## src/rtl/cpu_parametrizada.sv

```systemverilog
// cpu_parametrizada: parametrised accumulator CPU with program load port, start/halt control and JNZ
//
// Ports:
//   clock      rising-edge system clock
//   reset      asynchronous active-high reset; the instruction memory keeps its contents
//   start      begin execution at address 0 (honoured in IDLE/HALT only)
//   prog_we    instruction memory write strobe (honoured in IDLE/HALT only)
//   prog_addr  instruction memory write address
//   prog_data  instruction word {opcode[2:0], imm[WIDTH-1:0]}
//   regX       register X
//   regY       register Y, the ALU result
//   regZ       register Z, the value Y held before its last write
//   pc         program counter
//   carry      carry of ADD / borrow of SUB
//   zero       set when the last value written to Y was zero
//   rco        one-cycle pulse after a fetch wraps the PC from its top address to 0
//   busy       high while fetching or executing
//   halted     high after a HLT until the next start
module cpu_parametrizada #(
    parameter int WIDTH  = 4,
    parameter int ADDR_W = 4
) (
    input  logic              clock,
    input  logic              reset,
    input  logic              start,
    input  logic              prog_we,
    input  logic [ADDR_W-1:0] prog_addr,
    input  logic [WIDTH+2:0]  prog_data,
    output logic [WIDTH-1:0]  regX,
    output logic [WIDTH-1:0]  regY,
    output logic [WIDTH-1:0]  regZ,
    output logic [ADDR_W-1:0] pc,
    output logic              carry,
    output logic              zero,
    output logic              rco,
    output logic              busy,
    output logic              halted
);
    typedef enum logic [1:0] {IDLE, FETCH, EXEC, HALT} state_t;

    localparam logic [2:0] OP_NOP  = 3'd0;
    localparam logic [2:0] OP_LDX  = 3'd1;
    localparam logic [2:0] OP_ADD  = 3'd2;
    localparam logic [2:0] OP_SUB  = 3'd3;
    localparam logic [2:0] OP_CLRY = 3'd4;
    localparam logic [2:0] OP_MOVY = 3'd5;
    localparam logic [2:0] OP_JNZ  = 3'd6;
    localparam logic [2:0] OP_HLT  = 3'd7;
    // jump target takes the low bits shared by the immediate and the PC
    localparam int JW = (ADDR_W < WIDTH) ? ADDR_W : WIDTH;

    state_t            state_q, state_d;
    logic [WIDTH+2:0]  mem [2**ADDR_W];
    logic [WIDTH+2:0]  ir_q, ir_d;
    logic [WIDTH-1:0]  x_q, x_d, y_q, y_d, z_q, z_d;
    logic [ADDR_W-1:0] pc_q, pc_d, jmp;
    logic              carry_q, carry_d, zero_q, zero_d, rco_q, rco_d;
    logic [2:0]        op;
    logic [WIDTH-1:0]  imm;
    logic [WIDTH:0]    sum, diff;
    logic              ctl_idle, y_we;

    assign op       = ir_q[WIDTH+2:WIDTH];
    assign imm      = ir_q[WIDTH-1:0];
    // the extra top bit is the carry for ADD and the borrow for SUB
    assign sum      = {1'b0, y_q} + {1'b0, x_q};
    assign diff     = {1'b0, y_q} - {1'b0, x_q};
    assign ctl_idle = (state_q == IDLE) || (state_q == HALT);

    always_comb begin
        jmp         = '0;
        jmp[JW-1:0] = imm[JW-1:0];
    end

    always_comb begin
        state_d = state_q;
        pc_d    = pc_q;
        ir_d    = ir_q;
        x_d     = x_q;
        y_d     = y_q;
        z_d     = z_q;
        carry_d = carry_q;
        zero_d  = zero_q;
        rco_d   = 1'b0;
        y_we    = 1'b0;
        case (state_q)
            IDLE, HALT: begin
                if (start) begin
                    pc_d    = '0;
                    state_d = FETCH;
                end
            end
            FETCH: begin
                ir_d    = mem[pc_q];
                pc_d    = pc_q + ADDR_W'(1);
                rco_d   = &pc_q;
                state_d = EXEC;
            end
            default: begin
                state_d = FETCH;
                case (op)
                    OP_LDX:  x_d = imm;
                    OP_ADD:  begin y_d = sum[WIDTH-1:0];  carry_d = sum[WIDTH];  y_we = 1'b1; end
                    OP_SUB:  begin y_d = diff[WIDTH-1:0]; carry_d = diff[WIDTH]; y_we = 1'b1; end
                    OP_CLRY: begin y_d = '0; carry_d = 1'b0; y_we = 1'b1; end
                    OP_MOVY: begin y_d = x_q; y_we = 1'b1; end
                    OP_JNZ:  pc_d = (y_q != '0) ? jmp : pc_q;
                    OP_HLT:  state_d = HALT;
                    OP_NOP:  ;
                    default: ;
                endcase
                if (y_we) begin
                    z_d    = y_q;
                    zero_d = (y_d == '0);
                end
            end
        endcase
    end

    always_ff @(posedge clock or posedge reset) begin
        if (reset) begin
            state_q <= IDLE;
            pc_q    <= '0;
            ir_q    <= '0;
            x_q     <= '0;
            y_q     <= '0;
            z_q     <= '0;
            carry_q <= 1'b0;
            zero_q  <= 1'b0;
            rco_q   <= 1'b0;
        end else begin
            state_q <= state_d;
            pc_q    <= pc_d;
            ir_q    <= ir_d;
            x_q     <= x_d;
            y_q     <= y_d;
            z_q     <= z_d;
            carry_q <= carry_d;
            zero_q  <= zero_d;
            rco_q   <= rco_d;
        end
    end

    // the program survives reset, so the memory has no reset branch
    always_ff @(posedge clock) begin
        if (prog_we && ctl_idle) mem[prog_addr] <= prog_data;
    end

    assign regX   = x_q;
    assign regY   = y_q;
    assign regZ   = z_q;
    assign pc     = pc_q;
    assign carry  = carry_q;
    assign zero   = zero_q;
    assign rco    = rco_q;
    assign busy   = (state_q == FETCH) || (state_q == EXEC);
    assign halted = (state_q == HALT);
endmodule

```

## config.mk

```make
export PLATFORM = sky130hd
export DESIGN_NAME = cpu_parametrizada
export DESIGN_NICKNAME = d
export VERILOG_FILES = /design/src/rtl/cpu_parametrizada.sv
export SDC_FILE = /design/constraint.sdc
export NUM_CORES = 1
export LEC_CHECK = 0
export CAP_MARGIN = 20
export CORE_MARGIN = 8
export CORE_UTILIZATION = 53
export CTS_CLUSTER_DIAMETER = 40
export DETAILED_ROUTE_END_ITERATION = 10
export PLACE_DENSITY = 0.75
export SYNTH_ARGS = -nofsm -noshare
export SYNTH_HDL_FRONTEND = slang
export SYNTH_SLANG_ARGS = --single-unit
```

## constraint.sdc

```tcl
create_clock -name clock -period 2.1 [get_ports clock]
set_input_delay 0.42 -clock clock [delete_from_list [all_inputs] [get_ports clock]]
set_output_delay 0.42 -clock clock [all_outputs]
set_load 0.005 [all_outputs]
```

After elaboration in Yosys (flattened, before gate mapping):

Memory sizes are Yosys's and may differ from the RTL's. A register that Yosys moved wholly into a read port is not among the register bits.
Cells that the tools add are included.

* flip-flop bits (word level): 21
* bits in writable memories: 112
* output and inout port bits: 21
* logic and storage cells: 56
* input port bits: 15
* memories kept: 1

* reduce and logical (&&, ||, !) cells: 17
* mux-type cells: 15
* eq/ne operators: 11
* bitwise logic cells: 1
* add/sub/neg operators: 3

Memory list
* mem: words 16, bits a word 7, rd ports 1, clocked after Yosys merged registers in 1, write ports 1, RTL line 53 `logic [WIDTH+2:0] mem [2**ADDR_W];`

Operator list (count)
* $mux W4: 4
* $pmux W4 S4: 1
* $eq A3 B3 Y1 const B: 4
* $reduce_bool A3 Y1: 3
* $pmux W4 S2: 1
* $eq A3 B2 Y1 const B: 2
* $reduce_and A2 Y1: 3
* $add A4 B4 Y5: 1
* $mux W1: 5
* $sub A4 B4 Y5: 1
* $add A4 B1 Y4 const B: 1
* $eq A2 B2 Y1 const B: 2
* $logic_not A4 Y1: 1
* $mux W2: 2
* $pmux W2 S2: 1
* $reduce_and A4 Y1: 1
* $reduce_bool A4 Y1: 1
* $reduce_or A4 Y1: 1
* $eq A3 B1 Y1 const B: 1
* $pmux W1 S3: 1
* $reduce_and A3 Y1: 1
* $reduce_or A3 Y1: 1
* $eq A2 B1 Y1 const B: 1
* $logic_not A2 Y1: 1
* other kinds (5): 6

Depth between registers and ports, before layout:

Gate-level depths: netlist of run 1.

* depth after elaboration: 5
* gate-level depth with buffers: 9
* depth with buffers taken out: 9

Worst setup path before layout of run 1:

No wires, ideal clock.

* path type: register to register
* start: register state_q[0]
* end: memory mem[0][0] (netlist bit), enable pin
* stages on the path, launching flop included: 6
* library setup time: 0.380 ns
* clock period less this slack: 2.150 ns
* required time: 1.720 ns
* arrival: 1.770 ns
* setup slack: -0.050 ns
* path through: dfrtp_1 > inv_1 > ha_1 > nand2_1 > or3_1 > nor3_1

* word-level cells in the longest chain between the ends: 5

Ends and longest elaborated chain
* start: declaration: RTL line 52 `state_t state_q, state_d;`
* start signal: assignment: RTL line 132 `state_q <= state_d;`
* $eq A2 B2 Y1 / $logic_not A2 Y1 (equally long branches): RTL line 68 `assign ctl_idle = (state_q == IDLE) || (state_q == HALT);`
* $logic_or A1 B1 Y1 (*): RTL line 68
* $logic_and A1 B1 Y1 (*): RTL line 146 `if (prog_we && ctl_idle) mem[prog_addr] <= prog_data;`
* $mux W1 (*): RTL line 146
* $mux W1 (implied by the code) (*): RTL line 146
* end: declaration: RTL line 53

Every way passes the cells marked *; elsewhere a longest branch is shown, timed or not.

Worst setup path after layout of run 1:

* start: register state_q[0]
* end: output port halted

* word-level cells in the longest chain between the ends: 1

Ends and longest elaborated chain
* $eq A2 B2 Y1: RTL line 157 `assign halted = (state_q == HALT);`
* end: declaration: RTL line 37 `output logic halted`

No other way between the ends.

==> results of run 1 <==
==> state kept, by name, summed over array words and instances (netlist names) <==
| register | count |
|---|---|
| pc | 4 |
| rco | 1 |
| regZ | 4 |
| regY | 4 |
| state_q | 2 |
| zero | 1 |
| carry | 1 |
| regX | 4 |
| mem | 112 |
| ir_q | 7 |
==> layout make-up <==
class | count | area share
inverter | 11 | 0.00561
multi-input combinational | 203 | 0.245
clock inverter | 14 | 0.0262
timing repair buffer | 71 | 0.0885
sequential | 140 | 0.553
clock buffer | 18 | 0.0583
tap | 140 | 0.0238
==> cells by family (layout without fill, tap and decap cells) <==
kind of cell / count (synthesis) / after routing / synth area share
flip-flops: 140 / 140 / 0.681
buffers and inverters: 27 / 114 / 0.0212
XOR/XNOR: 1 / 1 / 0.00147
multiplexers: 39 / 39 / 0.130
AND/OR/NAND/NOR: 91 / 91 / 0.0694
AO/OA/AOI/OAI: 57 / 57 / 0.0625
adder cells (fa/ha/maj): 15 / 15 / 0.0340
==> metal layers <==
metal  part of all wire  routed length (um)  up-vias
met4              0.019                 243        0
met2               0.48                5940      152
met3              0.066                 825       19
li1                   -                   -     1587
met5                  0                   0        -
met1               0.44                5450     1792
==> worst paths after layout <==
check | startpoint | to | cells after the start
hold reg to reg | regZ[1] | regZ[1] | 2
max in group asynchronous | reset | pc[0] | 3
setup / recovery | state_q[0] | halted | 3
setup reg to reg | pc[0] | ir_q[2] | 5
hold / removal | reset | ir_q[5] | 3
min in group clock | regZ[1] | regZ[1] | 2
==> power by group <==
| group | internal, uW | switching (uW) |
|---|---|---|
| combinational | 1560 | 1460 |
| clock | 1990 | 1120 |
| sequential | 3300 | 325 |
==> Yosys cell counts (3+ instances only) <==
cell        n
edfxtp_1  112
nand2_1    35
dfrtp_1    28
mux4_2     26
nor2_1     25
a21oi_1    13
ha_1       13
o21ai_0    12
inv_1      11
nor2b_1     9
clkbuf_1    8
a211oi_1    7
nor3_1      7
buf_2       5
mux2_2      5
o22ai_1     5
mux2i_1     4
nand2b_1    4
a31oi_1     3
mux4_1      3
==> placed cells by master (no fill, tap or decap), types with 3 or more instances in the layout <==
master,Yosys,routed
edfxtp_1,112,112
nand2_1,35,35
clkdlybuf4s50_1,0,34
buf_4,0,33
mux4_2,26,26
nor2_1,25,25
dfrtp_1,28,24
clkbuf_16,0,17
o21ai_0,12,12
a21oi_1,13,12
ha_1,13,12
inv_1,11,10
nor2b_1,9,9
a211oi_1,7,7
nor3_1,7,6
mux2_2,5,5
o22ai_1,5,5
nand2b_1,4,4
mux2i_1,4,4
bufinv_16,0,4
dfrtp_2,0,4
a31oi_1,3,3
mux4_1,3,3
clkinv_4,0,3
==> worst max-delay path, cell delays in order, from the launching register on <==
cell and delay [ns]:
dfrtp_1 0.39, buf_4 0.15, ha_1 0.19, clkdlybuf4s50_1 0.44
==> stage by stage <==
stage	cells	utilization	cell area (um2)	worst slack, ns	power (uW)
floorplan	370	-	5970	0.0230	5450
global placement	560	0.610	6670	0.126	6460
detailed placement	560	0.610	6670	0.0570	6540
CTS	593	0.669	7320	-0.0267	9740
global route	597	0.673	7360	-0.0235	10300
finish	597	0.673	7360	0.0954	9750
==> repair_timing <==
item                       4_1_cts  5_1_grt
cloned                           0        0
setup endpoints to repair        2        5
setup buffers                    1        4
resized for setup                4        6
pin swaps                        0        1
==> results.md, run 1 <==
* Run status: completed
* Initial Util at 0.545
* GR Util met2 at 0.279
* Startpoint Class: flip-flop
* Drt total wl at 12.5 mm
* Register clock-pin slew on the reported worst setup and hold paths at 0.06 ns
* Total Nets Final at 474
* Met3 usage at 0.0500
* R2r setup slk at 0.11 ns
* MaxCap Viol Count at 0
* Met1 Use GR at 0.234
* Unrepaired setup endpoints after global routing: yes
* Initial antenna violation count at 0
* Clk sinks at 140
* Syn_nets at 400
* GR peak layer: met2
* Post-cts hold buffer count at 0
* Full die area at 14900 um2
* I/O Buffers at 35
* Min Hold Slack at 0.363 ns
* FMAX at 0.499 GHz
* Cell Rows at 38
* Maximum vdd ir drop at 0.000994 V
* CP Class: reg -> out
* Final worst path period need at 2.00 ns
* Final setup vio count at 0
* Fin. Hold Viols at 0
* CP max FO at 4
* Max clock buf depth at 2
* Synth area leader: edfxtp_1
* Grt total ovfl at 0
* Final Cycle Share at 0.955
* Synth Cell Area at 5960 um2
* Leakage at 0.00263 uW
* IO Pins at 36
* # diodes at 0
* Yosys reg bits at 140
* Area contributors post-synth: edfxtp_1, dfrtp_1, mux4_2
* Vias per cell at 5.95
* H-tree depth at 4
* Total number of vias at 3550
* Synth top area share at 0.564
* Worst-Skew Late Latency at 0.41 ns
* Vias in the first global route at 3447
* Critical path required time at 1.68 ns
* Gate Count Post-Synth at 370
* Die W at 122 um
* Post-DP HPWL at 8.21 mm
* Area used by multi-input combinational logic at 1800 um2
* Seq/Total Area, Yosys at 0.681
* FFs w/ async S/R, synth at 0.200
* Slew HR at 0.555
* DR WL/cell at 20.9 um
* Arr. time, crit path at 1.58 ns
* Gr usage total at 0.179
* # fillers at 730
* Final Max Slew Viols at 0
* Post-synth EDFFs at 112
* CTS tree: built
* Synth Flop Type: edfxtp_1
* Placer's final routability congestion estimate at 0.805
* Total negative slack at 0 ns
* Post-synth cell types at 48
* Worst setup EP type: output port
* Setup Skew at 0.00740 ns
* Core ar. at 10900 um2
* Drt first pass iters at 5
* Syn avg cell area at 16.1 um2
* FF/Latch Area at 4070 um2
* PwrDens at 1320 nW/um2
* Largest net degree at the start of global routing at 29
* CTS root buffer: clkbuf_16
* Num CTS Buffers at 17
* DRC viols at 0
* Syn-to-layout area delta at 23.4%
* Drt initial violations at 402
* Worst-margin pin slew at 0.666 ns
* Layout cell share with drive strength beyond 1 at 0.239
* Synth Warn # at 0
* HP Class: in -> async
* First-pass GRT wire length at 19.5 mm
* DRT antenna net count at 0
* Die height at 122 um
Power figures use the tool's default switching activity.
==> run 2, diff against run 1 <==
==> constraint.sdc (replaced) <==
create_clock -name clock -period 2.1 [get_ports clock]
set_input_delay 0.21 -clock clock [delete_from_list [all_inputs] [get_ports clock]]
set_output_delay 0.21 -clock clock [all_outputs]
set_load 0.005 [all_outputs]
==> run 2 against run 1 <==
  * Flip-flop and latch count unchanged
  * Non-clock buffer count down 1
  * Critical endpoint is now pc[1]
  * Sequential power up 2%
  * Register-to-register slack about the same
  * Global-route usage up 1.0 points
  * Hold slack worse by 0.20 ns
  * Clock-buffer cell count up 1
  * First-iteration DRC count down 13%
  * Largest power group unchanged
  * Final cell count down 0.17%
==> results.md, run 2 (same netlist as run 1, synthesis figures left out) <==
* Run status: completed
* Slew HR at 0.569
* MaxCap Viol Count at 0
* Final worst path period need at 2.03 ns
* Num CTS Buffers at 17
* Critical Path Sink: pc[1]
* Worst-margin pin slew at 0.645 ns
* Cell Rows at 38
* FF/Latch Area at 4070 um2
* CP max FO at 10
* FF-to-FF End: zero
* Final instance area at 7370 um2
* Max clock buf depth at 2
* Worst R2R Start: regX[0]
* Worst-Skew Late Latency at 0.42 ns
* Syn-to-layout area delta at 23.6%
* DRT antenna net count at 0
* # fillers at 760
* Reg2reg path depth at 8
* Most frequent cells in the layout: edfxtp_1, nand2_1, clkdlybuf4s50_1, buf_4, mux4_2
* Arr. time, crit path at 1.82 ns
* Die W at 122 um
* Worst setup EP type: output port
* Drt total wl at 13.1 mm
* Post-DP HPWL at 8.80 mm
* CTS root buffer: clkbuf_16
* Drt initial violations at 351
* Startpoint Class: flip-flop
* CTS tree: built
* Area used by multi-input combinational logic at 1810 um2
* HP Class: in -> async
* Kind of cell adding the most delay to the critical path: buffers and inverters
* PwrDens at 1340 nW/um2
* FMAX at 0.493 GHz
* First-pass GRT wire length at 20.5 mm
* Placer's final routability congestion estimate at 0.847
* H-tree depth at 4
* DR WL/cell at 21.9 um
* Vias in the first global route at 3602
* R2r setup slk at 0.10 ns
* Min Hold Slack at 0.165 ns
* Fin. Hold Viols at 0
* Slowest-stage cell, CP: dfrtp_1
* Grt total ovfl at 0
* Die height at 122 um
* Biggest regs: mem (112), ir_q (7)
* Final core utilization at 0.674
* Worst path bufs/invs at 2
* Gr usage total at 0.189
* Commonest non-fill, non-tap cell in the layout: edfxtp_1
* Total number of vias at 3526
* # diodes at 0
* CP startpoint: pc[1]
* Largest net degree at the start of global routing at 29
* Critical path's largest stage delay at 0.67 ns
* DRC viols at 0
* Max reg flops at 112
* Final Max Slew Viols at 0
* Vias per cell at 5.92
* Critical path required time at 1.89 ns
* Placed instance area at 6700 um2
* Final Cycle Share at 0.966
* Initial antenna violation count at 0
* Layout cell share with drive strength beyond 1 at 0.230
* Total Nets Final at 473
* Final setup vio count at 0
* Core ar. at 10900 um2
* CP Class: reg -> out
* Setup Skew at 0.00545 ns
* Full die area at 14900 um2
* Leakage at 0.00262 uW
* I/O Buffers at 35
* CP Depth at 2
* Most flops, register: mem
* Clk sinks at 140
* Initial Util at 0.545
* IO Pins at 36
* Maximum vdd ir drop at 0.000935 V
* Critical-path cell list: buf_4, clkdlybuf4s50_1
* Drt first pass iters at 5
* Register clock-pin slew on the reported worst setup and hold paths at 0.06 ns
[run 2: worst min path at each step]
stage / end / slack (ns) / depth (start not counted)
after floorplan: carry / 0.28 / 1
after global placement: regZ[3] / 0.46 / 2
after detailed placement: regZ[1] / 0.47 / 2
after CTS: regX[1] / 0.17 / 3
after global routing: regX[2] / 0.20 / 3
final: regX[1] / 0.16 / 3
[run 2: worst reg2reg max path: stages, from the launching register on]
cell and delay (ns):
dfrtp_1 0.44, ha_1 0.26, fa_1 0.39, nor2_1 0.15, a21oi_2 0.05, xnor2_1 0.20
a32oi_2 0.09, a32oi_1 0.20, o21ai_1 0.09
[run 2: final cells by class]
cell class,instances,share of cell area
Inverter,11,0.00560
Timing Repair Buffer,70,0.0886
Tap cell,140,0.0238
Multi-Input combinational cell,203,0.245
Clock buffer,19,0.0587
Sequential cell,140,0.552
Clock inverter,13,0.0268
[run 2: per-stage QoR]
step | TNS [ns] | power (uW) | cells | setup WS, ns
6_report | 0 | 9850 | 596 | 0.0707
5_1_grt | -0.0157 | 10400 | 596 | -0.0157
4_1_cts | 0 | 9850 | 595 | 0.0445
3_5_place_dp | 0 | 6650 | 563 | 0.0756
3_3_place_gp | 0 | 6560 | 563 | 0.134
2_1_floorplan | 0 | 5450 | 370 | 0.0230
[run 2: routing by layer]
metal,part of all wire,wire [um],global-route usage,up-vias
met5,0,0,0,-
met3,0.067,876,0.0463,24
met2,0.47,6170,0.291,132
met4,0.029,376,0.101,0
met1,0.43,5660,0.246,1782
li1,-,-,-,1588
[run 2: power by group]
part / leakage [uW] / switching (uW) / internal (uW)
clock network: 0.000294 / 1080 / 2090
registers: 0.00136 / 382 / 3300
logic: 0.000973 / 1430 / 1570
total: 0.00262 / 2890 / 6960
[run 2: what timing repair did]
action                                  CTS  global route
setup buffers                             0             1
hold buffers                              0             0
endpoints found under the setup margin    1             3
resized for setup                         1             7
